### src/rtl/seg_scan_driver_pkg.sv
// seg_scan_driver_pkg: shared constants and helpers for the 7-segment scan path.
package seg_scan_driver_pkg;
    localparam int DIGITS = 4;
    localparam logic [3:0] BLANK_AN = 4'b1111;
    localparam logic [2:0] CH_A = 3'b000;
    localparam logic [2:0] CH_5 = 3'b001;
    localparam logic [2:0] CH_C = 3'b010;
    localparam logic [2:0] CH_8 = 3'b011;
    localparam logic [2:0] CH_9 = 3'b100;

    function automatic logic [3:0] digit_an(input logic [1:0] d);
        return ~(4'b0001 << d);
    endfunction
endpackage

### src/rtl/seg_tick_gen.sv
// seg_tick_gen: modulo-DIV counter with a one-cycle tick on the wrap cycle.
module seg_tick_gen #(
    parameter int DIV = 4,
    parameter int CW = $clog2(DIV)
) (
    input  logic          clk,
    input  logic          reset,
    input  logic          en,
    input  logic          clr,
    output logic [CW-1:0] cnt,
    output logic          tick
);
    always_comb tick = en && cnt == CW'(DIV - 1);

    always_ff @(posedge clk or negedge reset) begin
        if (!reset) cnt <= '0;
        else if (clr) cnt <= '0;
        else if (en) cnt <= tick ? '0 : cnt + 1'b1;
    end
endmodule

### src/rtl/seg_scan_driver.sv
// seg_scan_driver: message buffer scanned across four common-anode digits with optional scrolling.
module seg_scan_driver
    import seg_scan_driver_pkg::*;
#(
    parameter int REFRESH_DIV = 16384,
    parameter int GUARD = 2,
    parameter int SCROLL_DIV = 2**24,
    parameter int MSG_LEN = 8
) (
    input  logic                       clk,
    input  logic                       reset,
    input  logic                       msg_wr_en,
    input  logic [2:0]                 msg_wr_data,
    input  logic                       msg_clear,
    input  logic                       scroll_en,
    output logic [2:0]                 char,
    output logic [3:0]                 an,
    output logic [$clog2(MSG_LEN):0]   msg_count
);
    localparam int AW = $clog2(MSG_LEN);
    localparam int RW = $clog2(REFRESH_DIV);
    localparam int SW = $clog2(SCROLL_DIV);
    localparam logic [AW:0] FULL = (AW+1)'(MSG_LEN);
    localparam logic [AW:0] FOUR = (AW+1)'(DIGITS);

    logic [2:0]    msg_buf [MSG_LEN];
    logic [AW-1:0] wr_ptr, offset, idx;
    logic [AW:0]   pos, sum;
    logic [1:0]    digit_sel, dig_nxt;
    logic [RW-1:0] refresh_cnt;
    logic [SW-1:0] scroll_cnt_unused;
    logic          r_tick, s_tick, guard_n, blank_sel, vis, vis_n;
    logic [2:0]    ch_sel;

    seg_tick_gen #(.DIV(REFRESH_DIV)) u_refresh (
        .clk(clk), .reset(reset), .en(1'b1), .clr(1'b0), .cnt(refresh_cnt), .tick(r_tick)
    );

    seg_tick_gen #(.DIV(SCROLL_DIV)) u_scroll (
        .clk(clk), .reset(reset), .en(scroll_en), .clr(msg_clear), .cnt(scroll_cnt_unused), .tick(s_tick)
    );

    // Outputs are computed from the upcoming slot state so they line up with refresh_cnt.
    always_comb begin
        dig_nxt = digit_sel + {1'b0, r_tick};
        guard_n = (r_tick ? '0 : refresh_cnt + 1'b1) < RW'(GUARD);
        pos = {{(AW-1){1'b0}}, 2'd3 - dig_nxt};
        sum = {1'b0, offset} + pos;
        idx = AW'(sum >= msg_count ? sum - msg_count : sum);
        blank_sel = pos >= msg_count;
        ch_sel = blank_sel ? CH_A : msg_buf[idx];
        vis_n = !msg_clear && (r_tick ? !blank_sel : vis);
    end

    always_ff @(posedge clk or negedge reset) begin
        if (!reset) begin
            digit_sel <= '0;
            wr_ptr <= '0;
            offset <= '0;
            msg_count <= '0;
            char <= CH_A;
            an <= BLANK_AN;
            vis <= 1'b0;
            for (int i = 0; i < MSG_LEN; i++) msg_buf[i] <= '0;
        end else begin
            digit_sel <= dig_nxt;
            char <= msg_clear ? CH_A : r_tick ? ch_sel : char;
            vis <= vis_n;
            an <= (guard_n || !vis_n) ? BLANK_AN : digit_an(dig_nxt);
            if (msg_clear) begin
                wr_ptr <= '0;
                msg_count <= '0;
                offset <= '0;
            end else begin
                if (msg_wr_en) begin
                    msg_buf[wr_ptr] <= msg_wr_data;
                    wr_ptr <= wr_ptr + 1'b1;
                    if (msg_count != FULL) msg_count <= msg_count + 1'b1;
                end
                if (s_tick)
                    offset <= (msg_count <= FOUR || {1'b0, offset} + 1'b1 == msg_count) ? '0 : offset + 1'b1;
            end
        end
    end
endmodule

### config.mk
export PLATFORM = sky130hd
export DESIGN_NAME = seg_scan_driver
export DESIGN_NICKNAME = d
export VERILOG_FILES = /design/src/rtl/seg_scan_driver_pkg.sv /design/src/rtl/seg_tick_gen.sv /design/src/rtl/seg_scan_driver.sv
export SDC_FILE = /design/constraint.sdc
export NUM_CORES = 1
export LEC_CHECK = 0
export BUFFER_PORTS_ARGS = -buffer_cell sky130_fd_sc_hd__buf_2
export CORE_MARGIN = 5
export CORE_UTILIZATION = 45
export DETAILED_ROUTE_END_ITERATION = 6
export HOLD_SLACK_MARGIN = 0.08
export PLACE_DENSITY = 0.6
export SYNTH_ARGS = -nofsm -noshare
export SYNTH_HDL_FRONTEND = slang
export SYNTH_SLANG_ARGS = --single-unit
### constraint.sdc
create_clock -name clk -period 5.3 [get_ports clk]
set_clock_uncertainty 0.15 [all_clocks]
set_input_delay 0.53 -clock clk [delete_from_list [all_inputs] [get_ports clk]]
set_output_delay 0.53 -clock clk [all_outputs]
set_load 0.01 [all_outputs]
==> metrics.md, run 1 <==
| Metric | Value |
|---|---|
| Outcome | `complete, no violations` |
| Most used cell, CP | `sky130_fd_sc_hd__ha_1` |
| Maximum number of pins on one net before global-route repair | `83` |
| Lkg Pwr | `2.20 nW` |
| Area delta synth->final | `9.88%` |
| Post-synth net total | `462` |
| Detailed-route wire length per cell | `15.8 um` |
| Max-cap violations | `0` |
| Transition time at the pin with the least slew margin | `1.02 ns` |
| Initial drt markers | `163` |
| HPWL after DPL | `6.73 mm` |
| # diodes | `0` |
| Total power density per cell area | `266 mW/mm2` |
| Buffer type at the clock tree root | `sky130_fd_sc_hd__clkbuf_8` |
| Max Buffers Root-to-Sink | `2` |
| Later-pin clock latency in the skew report | `0.37 ns` |
| Synthesized area divided by synthesized cell count | `10.3 um2` |
| Met1 Wirelength | `5.04 mm` |
| Worst hold slack | `0.194 ns` |
| F_max | `207 MHz` |
| Cell Chain, Critical Path | `ha_1 > nand3_2 > nor2_2 > nand3_2 > inv_2 > ha_1 > inv_1 > ha_1 > ha_1 > inv_1 > fa_1 > and3_1 > a22o_1 > nor2_2 > mux2_2 > a211oi_1 > o21ai_1` |
| Ratio of cells with drive above 1 in the final layout | `18.6%` |
| Wire length after detailed routing | `9.43 mm` |
| Total Die Area | `0.0122 mm2` |
| Number of nets in the final layout | `481` |
| Most frequent cells in the layout | `sky130_fd_sc_hd__dfrtp_1, sky130_fd_sc_hd__nor2_1, sky130_fd_sc_hd__nand2_1, sky130_fd_sc_hd__mux2_2, sky130_fd_sc_hd__nand3_1` |
| Final hold violation count | `0` |
| Area of all placed cells without fillers | `0.00497 mm2` |
| Sink count of the clock tree | `82` |
| Number of distinct library cell variants in the gate-level netlist after synthesis | `61` |
| Share of the synthesized area in the top cell type | `43.2%` |
| Number of input and output port buffers inserted | `18` |
| Buffers inserted during post-CTS setup optimization | `0` |
| Dominant cells by area after synthesis | `sky130_fd_sc_hd__dfrtp_1, sky130_fd_sc_hd__mux2_2, sky130_fd_sc_hd__xor2_1, sky130_fd_sc_hd__nor2_1, sky130_fd_sc_hd__xnor2_1` |
| Met2 layer wire length in the routed design | `3.85 mm` |
| Remaining max-slew budget at the tightest pin | `32.0%` |
| Leading area contributor after synthesis | `sky130_fd_sc_hd__dfrtp_1` |
| Syn Std Cell Area | `0.00452 mm2` |
| Horizontal die dimension | `110 um` |
| Hold Crit Class | `input port to asynchronous set/reset pin` |
| Worst Path Class, Setup | `flop to flop` |
| Quantity of gates resized following cts | `0` |
| Iteration count of the initial detailed-routing pass | `4` |
| Share of the core filled with cells in the final layout | `50.8%` |
| Max VDD drop | `0.000195 V` |
| Final-report setup violation count | `0` |
| Via density per instance | `5.47` |
| Capturing element type of the critical path | `flop` |
| Number of flip-flops and latches in the synthesized netlist | `82` |
| Total via count in the routed design | `3263` |
| Setup crit start kind | `flop` |
| Wire length of the first global-routing pass | `16.3 mm` |
| Critical Path Max Stage Delay | `0.45 ns` |
| Critical path's slowest cell | `sky130_fd_sc_hd__fa_1` |
| Placed Area | `0.00474 mm2` |
| H-Tree Level Count | `3` |
| Data required time at the worst endpoint | `5.40 ns` |
| Most frequent standard cell in the layout excluding fill and tap cells | `sky130_fd_sc_hd__dfrtp_1` |
| Number of pins with negative max-slew slack in the final report | `0` |
| Maximum net fanout on the critical path | `10` |
| Shortest clock period the worst path allows after layout | `4.84 ns` |
| Setup TNS | `0 ns` |
| Num CTS Buffers | `9` |
| Global Route Usage Sum | `17.4%` |
| Topmost layer with routed signal wires | `met4` |
| Number of antenna violations at the first check in global routing | `0` |
| Height of the chip | `110 um` |
| Share of synthesized flip-flops with an asynchronous set or reset | `100%` |
| Fin crit share | `91.3%` |
| Clock tree from TritonCTS | `yes` |
| Metal3 WL | `379 um` |
| Count of synthesis-stage warnings from yosys | `0` |
| Global placer's final weighted congestion | `0.861` |
| Total congestion overflow | `0` |
| Num ports | `19` |
| Ys flop type | `sky130_fd_sc_hd__dfrtp_1` |
| Vias in the first global route | `3243` |
| EDFF count, synth | `0` |
| Hold_buf cts | `0` |
| Std-Cell Rows | `36` |
| Starting utilization of the core area | `46.3%` |
| Core Area | `0.00977 mm2` |
| Critical path data arrival time | `4.94 ns` |
| Sequential element share of the synthesized area | `45.5%` |
| Remaining design rule violation count | `0` |
| Gate count of the mapped netlist | `439` |
| Clock edge transition at the registers on the reported setup and hold paths | `0.09 ns` |
| RSZ-0062 raised after global routing | `false` |
| Post-DRT Antenna Nets | `0` |
layout make-up:
type | instances | area (um2)
well taps | 133 | 166
repair buffers | 18 | 92.6
multi-input cells | 331 | 2360
inverters | 16 | 60.1
flip-flops and latches | 82 | 2060
clock buffers | 12 | 155
clock inverters | 4 | 73.8
fillers | 904 | 4800
report_power, final:
part	switching [W]	internal (W)
combinational	0.0000610	0.0000526
clock	0.000226	0.000291
sequential	0.0000289	0.000661
total	0.000316	0.00100
worst max-delay path, delay by kind of cell, from the launching register on:
kind	cells	cell delay, ns
adder cells (fa/ha/maj)	5	1.54
AND/OR/NAND/NOR	5	1.20
AO/OA/AOI/OAI	3	0.59
buffers and inverters	3	0.48
flip-flops	1	0.39
multiplexers	1	0.39
flip-flops by register name, summed over array words and instances (netlist names):
name / cells
an: 4
vis: 1
msg_buf: 24
wr_ptr: 3
u_scroll.cnt: 24
char: 3
msg_count: 4
digit_sel: 2
offset: 3
u_refresh.cnt: 14
stage by stage:
step	instances	power, W	worst slack, ns
global placement	580	0.000815	0.569
finish	596	0.00132	0.459
global route	596	0.00138	0.0490
floorplan	439	0.000769	0.938
detailed placement	580	0.000816	0.351
CTS	596	0.00134	0.334
logic make-up after synthesis:
logic type	Yosys count	synth area share, %
xor gates and xnor gates	45	9.13
buffers and inverters	26	2.30
muxes	35	8.63
and+or+nand+nor	165	19.1
DFF	82	45.5
adders and majority gates	16	4.56
AOI/OAI and AO/OA	70	10.8
cell usage after synthesis (3+ instances only):
master                     count
sky130_fd_sc_hd__mux2i_1       3
sky130_fd_sc_hd__dfstp_2       4
sky130_fd_sc_hd__clkbuf_1      5
sky130_fd_sc_hd__o211ai_1     11
sky130_fd_sc_hd__mux2_2       31
sky130_fd_sc_hd__a31oi_1       3
sky130_fd_sc_hd__a21oi_1       6
sky130_fd_sc_hd__nand4_1      12
sky130_fd_sc_hd__o21ai_1       4
sky130_fd_sc_hd__buf_2         4
sky130_fd_sc_hd__a41oi_1       5
sky130_fd_sc_hd__xor2_1       23
sky130_fd_sc_hd__nand3_1      25
sky130_fd_sc_hd__nand2_1      31
sky130_fd_sc_hd__nor2_1       50
sky130_fd_sc_hd__or3_1         4
sky130_fd_sc_hd__xnor2_1      21
sky130_fd_sc_hd__inv_2         3
sky130_fd_sc_hd__a311oi_1      4
sky130_fd_sc_hd__dfrtp_1      78
sky130_fd_sc_hd__and2_1        6
sky130_fd_sc_hd__nor3_1        6
sky130_fd_sc_hd__o21ai_0      16
sky130_fd_sc_hd__ha_1         14
sky130_fd_sc_hd__and3_1        7
sky130_fd_sc_hd__inv_1        13
sky130_fd_sc_hd__nor3b_1       4
path summary, 6_finish.rpt:
check,slack [ns],startpoint,to,depth (start not counted)
min reg2reg,0.34,u_refresh.cnt[0],u_refresh.cnt[0],1
max in group asynchronous,4.16,reset,wr_ptr[2],1
max,0.46,u_refresh.cnt[0],char[2],17
max reg2reg,0.46,u_refresh.cnt[0],char[2],17
min,0.19,reset,u_scroll.cnt[17],1
min in group clk,0.32,scroll_en,u_scroll.cnt[1],3
layer usage:
layer  GRT usage (%)  vias to the layer above
met5               0                        -
met4            5.80                        0
met3            4.02                       14
met2            24.7                       61
met1            26.0                     1580
li1                -                     1608
(Power assumes the default switching activity.)
==> run 2, diff against run 1 <==
--- a/config.mk
+++ b/config.mk
@@ -13,4 +13,5 @@
 export PLACE_DENSITY = 0.6
 export SYNTH_ARGS = -nofsm -noshare
 export SYNTH_HDL_FRONTEND = slang
+export SYNTH_HIERARCHICAL = 1
 export SYNTH_SLANG_ARGS = --single-unit
==> metrics.md, run 2 <==
| Metric | Value |
|---|---|
| Hold_buf cts | `0 (unchanged)` |
| Wire length of the first global-routing pass | `17.4 mm (+6.5%)` |
| Setup crit start kind | `flop` |
| Syn Std Cell Area | `0.00474 mm2 (+4.8%)` |
| Height of the chip | `113 um (+2.2%)` |
| Maximum net fanout on the critical path | `12 (+2)` |
| Worst hold slack | `0.195 ns (+0.000892 ns)` |
| Wire length after detailed routing | `10.1 mm (+7.2%)` |
| Buffers inserted during post-CTS setup optimization | `0 (unchanged)` |
| Vias in the first global route | `3595 (+11%)` |
| Max-cap violations | `0 (unchanged)` |
| # fillers | `962 (+6.4%)` |
| Setup slack on the worst flop-to-flop path | `0.41 ns (-0.05 ns)` |
| Dominant cells by area after synthesis | `sky130_fd_sc_hd__dfrtp_1, sky130_fd_sc_hd__mux2_2, sky130_fd_sc_hd__xnor2_1, sky130_fd_sc_hd__ha_1, sky130_fd_sc_hd__nor2_1` |
| Comb power frac | `10.1% (+1.5 points)` |
| Buffer type at the clock tree root | `sky130_fd_sc_hd__clkbuf_8` |
| Max Buffers Root-to-Sink | `2 (unchanged)` |
| Sequential element share of the synthesized area | `43.4% (-2.1 points)` |
| Total via count in the routed design | `3554 (+8.9%)` |
| Global Route Usage Sum | `16.6% (-0.78 points)` |
| Number of input and output port buffers inserted | `18 (unchanged)` |
| Most frequent cells in the layout | `sky130_fd_sc_hd__dfrtp_1, sky130_fd_sc_hd__nor2_1, sky130_fd_sc_hd__nand2_1, sky130_fd_sc_hd__mux2_2, sky130_fd_sc_hd__xnor2_1` |
| Detailed-route wire length per cell | `16.1 um (+1.8%)` |
| Reg power frac | `53.6% (+1.4 points)` |
| Std-Cell Rows | `37 (+2.8%)` |
| Fin crit share | `92.2% (+0.92 points)` |
| RSZ-0062 raised after global routing | `false` |
| Sw Ratio | `26.8% (+2.9 points)` |
| Final hold violation count | `0 (unchanged)` |
| Capturing element type of the critical path | `flop` |
| Worst Path Class, Setup | `flop to flop` |
| Clock network power share | `36.4% (-2.8 points)` |
| Horizontal die dimension | `113 um (+2.2%)` |
| EDFF count, synth | `0 (unchanged)` |
| Most numerous cell types in the synthesized netlist | `sky130_fd_sc_hd__dfrtp_1, sky130_fd_sc_hd__nor2_1, sky130_fd_sc_hd__nand2_1, sky130_fd_sc_hd__mux2_2, sky130_fd_sc_hd__xnor2_1` |
| Most frequent standard cell in the layout excluding fill and tap cells | `sky130_fd_sc_hd__dfrtp_1` |
| Regs by FF count | `msg_buf x24, u_scroll/cnt x24, u_refresh/cnt x14` |
| H-Tree Level Count | `3 (unchanged)` |
| Number of nets in the final layout | `511 (+6.2%)` |
| Number of flip-flops and latches in the synthesized netlist | `82 (unchanged)` |
| Post-DRT Antenna Nets | `0 (unchanged)` |
| Critical path data arrival time | `5.03 ns (+0.09 ns)` |
| Max VDD drop | `0.000123 V (-37%)` |
| Later-pin clock latency in the skew report | `0.36 ns (about the same)` |
| Depth of the most critical reg-to-reg path | `17 (unchanged)` |
| Maximum number of pins on one net before global-route repair | `83 (unchanged)` |
| Switching pwr | `0.000346 W (+9.6%)` |
| Total congestion overflow | `0 (unchanged)` |
| Timing endpoint of the critical path | `char[2]` |
| Iteration count of the initial detailed-routing pass | `4 (unchanged)` |
| Critical path launch point | `u_refresh/cnt[0]` |
| Shortest clock period the worst path allows after layout | `4.89 ns (+0.0485 ns)` |
| Area delta synth->final | `8.13%` |
| Smallest setup slack after layout | `0.411 ns (-0.0485 ns)` |
| Number of antenna violations at the first check in global routing | `0 (unchanged)` |
| Share of synthesized flip-flops with an asynchronous set or reset | `100% (unchanged)` |
| Setup TNS | `0 ns (unchanged)` |
| Final-report setup violation count | `0 (unchanged)` |
| Initial drt markers | `197 (+21%)` |
| HPWL after DPL | `7.11 mm (+5.6%)` |
| Data required time at the worst endpoint | `5.44 ns (+0.04 ns)` |
| Outcome | `complete, no violations` |
| Num CTS Buffers | `9 (unchanged)` |
| Num ports | `19 (unchanged)` |
| Reg-to-Reg Start | `u_refresh/cnt[0]` |
| Sink count of the clock tree | `82 (unchanged)` |
| Leading area contributor after synthesis | `sky130_fd_sc_hd__dfrtp_1` |
| Number of distinct library cell variants in the gate-level netlist after synthesis | `66 (+8.2%)` |
| Internal power | `0.000945 W (-6.0%)` |
| Share of the synthesized area in the top cell type | `41.2% (-2.0 points)` |
| Lkg Pwr | `2.16 nW (-1.9%)` |
| Core Area | `0.0103 mm2 (+5.6%)` |
| Gate count of the mapped netlist | `469 (+6.8%)` |
| Via density per instance | `5.66 (+3.4%)` |
| Ratio of cells with drive above 1 in the final layout | `17.1% (-1.5 points)` |
| PnR Total Power | `0.00129 W (-2.2%)` |
| R2r endpoint | `char[2]` |
| Count leader, synth | `sky130_fd_sc_hd__dfrtp_1` |
| Transition time at the pin with the least slew margin | `1.04 ns (+0.0235 ns)` |
| Quantity of gates resized following cts | `0 (unchanged)` |
| Hold Crit Class | `input port to asynchronous set/reset pin` |
| Total Die Area | `0.0127 mm2 (+4.4%)` |
| Remaining max-slew budget at the tightest pin | `30.4% (-1.6 points)` |
| Remaining design rule violation count | `0 (unchanged)` |
| Starting utilization of the core area | `45.9% (-0.35 points)` |
| Total power density per cell area | `252 mW/mm2 (-5.2%)` |
| Global placer's final weighted congestion | `0.874 (+1.5%)` |
| F_max | `205 MHz (-0.99%)` |
| Place WS | `0.483 ns (+0.132 ns)` |
| Ys flop type | `sky130_fd_sc_hd__dfrtp_1` |
| Clock tree from TritonCTS | `yes` |
| Count of synthesis-stage warnings from yosys | `6 (+6)` |
| # diodes | `0 (unchanged)` |
| Synthesized area divided by synthesized cell count | `10.1 um2 (-1.9%)` |
| Number of pins with negative max-slew slack in the final report | `0 (unchanged)` |
| Clock edge transition at the registers on the reported setup and hold paths | `0.08 ns (about the same)` |
==> run 2: kinds of logic after synthesis <==
kind of cell / share of synthesized area (%)
simple gates: 20.4
fa+ha+maj: 4.38
flops: 43.4
mux: 8.68
compound gates: 12.1
other cells: 0.158
xor+xnor: 7.52
buf+inv: 3.35
==> run 2: cell type report <==
class | instances | area (um2) | share of cell area (%)
multi-input cells | 357 | 2530 | 49.4
clock buffers | 10 | 128 | 2.49
flip-flops and latches | 82 | 2060 | 40.1
repair buffers | 18 | 92.6 | 1.81
inverters | 19 | 71.3 | 1.39
well taps | 136 | 170 | 3.32
clock inverters | 6 | 75.1 | 1.46
==> run 2: critical path, stage by stage, from the launching register on <==
cell and delay (ns):
sky130_fd_sc_hd__dfrtp_1 0.50, sky130_fd_sc_hd__ha_1 0.24, sky130_fd_sc_hd__nand4_1 0.20, sky130_fd_sc_hd__nor4_4 0.51
sky130_fd_sc_hd__ha_1 0.28, sky130_fd_sc_hd__xnor2_2 0.18, sky130_fd_sc_hd__inv_2 0.10, sky130_fd_sc_hd__xnor2_1 0.14
sky130_fd_sc_hd__ha_1 0.21, sky130_fd_sc_hd__a21oi_2 0.14, sky130_fd_sc_hd__xor2_2 0.21, sky130_fd_sc_hd__inv_2 0.07
sky130_fd_sc_hd__ha_1 0.40, sky130_fd_sc_hd__a21oi_2 0.09, sky130_fd_sc_hd__o211ai_2 0.65, sky130_fd_sc_hd__mux2i_1 0.18
sky130_fd_sc_hd__a222oi_1 0.39, sky130_fd_sc_hd__a22o_1 0.18
==> run 2: layer usage <==
| metal | wire length (um) | global-route usage, % |
|---|---|---|
| met1 | 4900 | 22.0 |
| met2 | 4820 | 27.0 |
| met3 | 321 | 4.53 |
| met4 | 76 | 4.33 |
| met5 | 0 | 0 |
==> run 2: worst min path at each step <==
stage,startpoint,endpoint,slack (ns),depth (start not counted)
final,reset,u_refresh/cnt[8],0.20,1
after CTS,reset,u_scroll/cnt[21],0.24,1
after detailed placement,char[0],char[0],0.34,1
after global placement,vis,vis,0.34,2
after global routing,reset,msg_count[2],0.29,1
after floorplan,reset,char[0],0.08,0
==> run 2: stage by stage <==
step / cell area (um2) / util (%) / cells
2_1_floorplan: 4750 / - / 471
3_3_place_gp: 4920 / 47.7 / 612
3_5_place_dp: 4920 / 47.7 / 612
4_1_cts: 5130 / 49.7 / 628
5_1_grt: 5130 / 49.7 / 628
6_report: 5130 / 49.7 / 628
==> run 2: power by group through the flow <==
stage / Combinational [W] / Clock, W / Sequential, W
final: 0.000130 / 0.000469 / 0.000692
after global routing: 0.000145 / 0.000516 / 0.000696
after floorplan: 0.0000942 / 0 / 0.000692
after detailed placement: 0.000130 / 0 / 0.000704
after CTS: 0.000130 / 0.000486 / 0.000692
after global placement: 0.000124 / 0 / 0.000706
